$ cat src/rtl/core_featuremap_linebuf3.sv
// core_featuremap_linebuf3
// ------------------------
// Three-row line buffer in front of the 3x3 convolution filter cores. Pixels
// arrive in raster order from a show-ahead FIFO. The two previous rows are
// held in internal line memories. For every pixel of row 2 and later, one
// packed column {row r-2, row r-1, row r} at the same column is pushed into
// the downstream FIFO. Pixel data passes through unmodified.
//
// Ports
//   clock     in   rising-edge clock
//   reset     in   asynchronous active-low reset
//   ff_rdata  in   [DWIDTH-1:0]   head pixel of upstream FIFO (valid when !ff_empty)
//   ff_rdreq  out                 pop upstream FIFO (pixel accepted this cycle)
//   ff_empty  in                  upstream FIFO empty
//   ff_wdata  out  [3*DWIDTH-1:0] packed column {r-2, r-1, r}
//   ff_wrreq  out                 push downstream FIFO
//   ff_full   in                  downstream FIFO full
module core_featuremap_linebuf3 #(
    parameter int DWIDTH = 32,
    parameter int IMG_W  = 32,
    parameter int IMG_H  = 32
) (
    input  logic                  clock,
    input  logic                  reset,
    input  logic [DWIDTH-1:0]     ff_rdata,
    output logic                  ff_rdreq,
    input  logic                  ff_empty,
    output logic [3*DWIDTH-1:0]   ff_wdata,
    output logic                  ff_wrreq,
    input  logic                  ff_full
);

    localparam int CW = (IMG_W > 1) ? $clog2(IMG_W) : 1;
    localparam int RW = (IMG_H > 1) ? $clog2(IMG_H) : 1;

    // Line memories: lb0 holds row r-2, lb1 holds row r-1.
    logic [DWIDTH-1:0]   lb0_r [IMG_W];
    logic [DWIDTH-1:0]   lb1_r [IMG_W];

    logic [CW-1:0]       col_r;
    logic [RW-1:0]       row_r;
    logic [3*DWIDTH-1:0] out_data_r;
    logic                out_valid_r;

    logic                accept_s;
    logic                drain_s;
    logic                col_last_s;
    logic                row_last_s;
    logic                row_ge2_s;
    logic [DWIDTH-1:0]   lb0_rd_s;
    logic [DWIDTH-1:0]   lb1_rd_s;

    // Handshake decode and position flags.
    always_comb begin
        // The pending word must be able to leave (or be absent) before a new
        // pixel is taken, since only one output word can be held. The reset
        // term keeps the upstream FIFO untouched while reset is asserted.
        accept_s   = reset && !ff_empty && (!out_valid_r || !ff_full);
        drain_s    = out_valid_r && !ff_full;
        col_last_s = (col_r == CW'(IMG_W - 1));
        row_last_s = (row_r == RW'(IMG_H - 1));
        row_ge2_s  = (row_r >= RW'(2));
        lb0_rd_s   = lb0_r[col_r];
        lb1_rd_s   = lb1_r[col_r];
    end

    assign ff_rdreq = accept_s;
    assign ff_wrreq = drain_s;
    assign ff_wdata = out_data_r;

    // Line memory shift at the current column; deliberately never cleared,
    // because rows 0 and 1 of each frame rewrite every entry before use.
    always_ff @(posedge clock) begin
        if (accept_s) begin
            lb0_r[col_r] <= lb1_rd_s;
            lb1_r[col_r] <= ff_rdata;
        end
    end

    // Raster position counters; wrap at end of row and end of frame.
    always_ff @(posedge clock or negedge reset) begin
        if (!reset) begin
            col_r <= '0;
            row_r <= '0;
        end else if (accept_s) begin
            if (col_last_s) begin
                col_r <= '0;
                row_r <= row_last_s ? '0 : row_r + RW'(1);
            end else begin
                col_r <= col_r + CW'(1);
            end
        end
    end

    // Output word register: a load wins over a drain so that a simultaneous
    // drain and load keeps the valid flag set with no bubble.
    always_ff @(posedge clock or negedge reset) begin
        if (!reset) begin
            out_data_r  <= '0;
            out_valid_r <= 1'b0;
        end else if (accept_s && row_ge2_s) begin
            out_data_r  <= {lb0_rd_s, lb1_rd_s, ff_rdata};
            out_valid_r <= 1'b1;
        end else if (drain_s) begin
            out_valid_r <= 1'b0;
        end
    end

endmodule

$ cat config.mk
export PLATFORM = sky130hd
export DESIGN_NAME = core_featuremap_linebuf3
export DESIGN_NICKNAME = d
export VERILOG_FILES = /design/src/rtl/core_featuremap_linebuf3.sv
export SDC_FILE = /design/constraint.sdc
export NUM_CORES = 2
export LEC_CHECK = 0
export BUFFER_PORTS_ARGS = -buffer_cell sky130_fd_sc_hd__buf_2
export CAP_MARGIN = 25
export CELL_PAD_IN_SITES_DETAIL_PLACEMENT = 0
export CELL_PAD_IN_SITES_GLOBAL_PLACEMENT = 1
export CORE_MARGIN = 2
export CORE_UTILIZATION = 40
export DETAILED_ROUTE_END_ITERATION = 16
export GPL_ROUTABILITY_DRIVEN = 0
export PLACE_DENSITY_LB_ADDON = 0.1
export SLEW_MARGIN = 20
export SYNTH_ARGS = -nofsm -noshare
export SYNTH_HDL_FRONTEND = slang
export SYNTH_SLANG_ARGS = --single-unit
$ cat constraint.sdc
create_clock -name clock -period 13.85 [get_ports clock]
set_input_delay 2.0775 -clock clock [delete_from_list [all_inputs] [get_ports clock]]
set_output_delay 2.0775 -clock clock [all_outputs]
set_load 0.05 [all_outputs]
==> out/results.md <==
• finished, final reports clean — run status
• output pin — element type at the critical path end
• 3.89 ns — Arrival @ worst endpoint
• in -> out — Setup Crit Path Kind
• 0.0561 ns — final worst clock skew
• 23.7% — relative slew slack
• 42400 — vias
• 42200 — number of global-route vias before repair
• 0 — hold-fix buffers at CTS
• 24.0% — GRT Total Usage
• 19.4 µm² — Mean Syn Cell Area
• 0 — Synthesis Warnings
• 0 — residual DRC count
• input pin — launching element type of the critical path
• 252000 µm — overall routed net length
• 203000 µm² — placeable core region
• clkbuf_8, nand3b_1, inv_2, buf_2 — Cell Chain, Critical Path
• 64200 µm² — storage element area
• 81600 µm² — Syn Std Cell Area
• 346000 µm — global-route wire length before repair
• 11.77 ns — worst endpoint required time
• 0 — overflow left after global routing
• edfxtp_1 — most frequent standard cell in the layout excluding fill and tap cells
• 0 — post-cts repair resize count
• 132000 µm — placed wire-length estimate
• 32.3% — switching portion of total power
• 109 — maximum number of pins on one net before global-route repair
• 4195 — synthesized netlist cell count
• 167 MHz — top achievable clock speed
• 46.1% — final standard cell utilization of the core
• 4239 — net count of the mapped netlist
• 9 — antenna violations before repair
• 43.9% — share of total power in sequential cells
• 78.7% — portion of the post-synthesis area used by sequential elements
• 0 — total of max-cap violations
• 133 — PortBufs
• 0 — Post-DRT Antenna Nets
• 14.4% — area growth from synthesis to layout
• 4 — CTS H-tree depth
• 6.39 mW — Net Switching
• 0.06 ns — CTS clk-pin slew, worst paths
• done — clock tree from TritonCTS
• 3 — clock buffer depth
• 6 — length of the first detailed-routing pass in iterations
• 0.138 mV — Worst IR Drop VDD
• 17.4% — layout cell share with drive strength beyond 1
• 34.3 µm — wire per inst
• 29.7% — relative contribution of the clock network to total power
• 2155 — count of state elements after synthesis
• edfxtp_1 — most used flip-flop cell after synthesis
• 26.4% — Logic pwr share
• 1.14 ns — Least-Margin Pin Slew
• no — unrepaired setup endpoints after global routing
• 0 — number of hold violations in the final report
• 4106 — DR iter-0 viols
• 13.4 mW — internal power
• 165 — Std-Cell Rows
• 456 µm — die height
• 2155 — Num Clock Sinks
• 208000 µm² — area enclosed by the die boundary
• 55 — post-synth cell types
• 17200 — filler instances
• 134 — I/O pin total
• 0 — Finish-stage setup viols
• 456 µm — Die Span X
• 44 — largest fanout of any net on the critical path
• clkbuf_8 — Crit-path slowest cell
• 40.3% — Starting Density
• 0.501 ns — post-route worst hold slack
• reg -> reg — class of the most critical hold timing path
• 0 ns — sum of negative setup slack
• 5.97 ns — minimum period implied by the final worst setup slack
• 30.6 nW — Pleak
• 0 — number of setup buffers added after CTS
• 0.89 ns — worst-skew pair later-pin latency
• 16500 µm² — multi-input gate area in the final layout
• 0.50 ns — Critical Path Max Stage Delay
• 4.97% — fraction of registers with async set or reset after synthesis
• 4521 — net total in the final layout
• 5.78 — Vias/cell
• 43.1% — crit share post-route
• 2048 x edfxtp_1, 803 x mux2i_1, 387 x o22ai_1, 230 x clkbuf_16, 141 x buf_4 — commonest cells after routing, fill and taps aside
• 223 — number of buffers created by CTS
• clkbuf_16 — clk root buf
• 0 — Final Max Slew Viols
• 2048 — Post-synth EDFFs
• 212 nW/µm² — pwr dens
-- critical path, delay by kind of cell --
kind	cells	cell delay [ns]
simple gates	1	0.47
buf+inv	3	1.14
-- metrics by stage --
stage	cells	setup WS, ns	cell area (µm²)	power [mW]
floorplan	4195	5.97	81600	12.0
global placement	6907	7.27	85900	13.9
detailed placement	6917	7.22	86100	14.0
CTS	7330	7.84	93200	19.9
global route	7338	7.63	93300	20.5
finish	7340	7.88	93300	19.8
-- final timing paths --
path                              start      endpoint  slack (ns)  cells past startpoint
hold / removal             ff_wdata[29]  ff_wdata[29]        0.50                      1
setup reg to reg               col_r[0]  lb0_r[8][14]        7.98                      8
min in group asynchronous         reset  ff_wdata[37]        1.26                      1
hold reg to reg            ff_wdata[29]  ff_wdata[29]        0.50                      1
max in group asynchronous         reset      col_r[1]       11.06                      2
setup / recovery                  reset      ff_rdreq        7.88                      4
-- logic make-up (layout without fill, tap and decap cells) --
kind of cell | count (synthesis) | after routing | share of synthesized area (%)
fa+ha+maj | 8 | 8 | 0.123
xor+xnor | 1 | 1 | 0.0107
simple gates | 299 | 299 | 1.96
mux | 948 | 948 | 13.4
compound gates | 541 | 541 | 4.32
other cells | 0 | 3 | 0
flops | 2155 | 2155 | 78.7
buf+inv | 243 | 713 | 1.55
-- sequential cells by signal (all words and copies together), names as in the netlist --
register	flops
out_valid_r	1
lb1_r	1024
col_r	5
lb0_r	1024
row_r	5
ff_wdata	96
-- synth_stat cells (all sizes together) (3+ instances only) --
library cell	number	share of area, %
edfxtp	2048	75
a2111oi	3	0.048
nand3	4	0.025
dfrtp	107	3.3
o22ai	387	3.0
o21ai	19	0.12
nor2	93	0.43
nor4	65	0.50
a31oi	63	0.48
inv	5	0.023
mux2	36	0.50
or4	30	0.28
or3	4	0.031
mux4	109	3.0
nand2	53	0.24
nor2b	6	0.046
buf	173	1.2
or4b	4	0.049
mux2i	803	9.9
a221oi	39	0.43
a21oi	4	0.029
nor3	16	0.10
nand4bb	6	0.083
clkbuf	65	0.30
a22oi	16	0.15
ha	8	0.12
nand4b	5	0.069
and3	3	0.023
-- final cells by class --
class,count,area share (%)
diodes,3,0.00804
clock buffers,311,6.68
clock inverters,102,0.969
inverters,5,0.0201
multi-input cells,1797,17.7
flip-flops and latches,2155,68.8
well taps,2672,3.58
repair buffers,295,2.25
-- power groups by stage --
stage	Combinational (mW)	Sequential [mW]	Clock, mW
final	5.22	8.69	5.87
after global routing	5.52	8.73	6.23
after global placement	5.07	8.87	0
after CTS	5.17	8.73	5.99
after floorplan	2.92	9.07	0
after detailed placement	5.17	8.87	0
-- metal layers --
layer,vias up,GRT usage [%],part of all wire [%]
met3,317,3.19,5.1
li1,17900,-,-
met1,23000,34.0,44
met2,1246,39.1,48
met4,0,6.26,2.3
met5,-,0,0
Power figures use the tool's default switching activity.
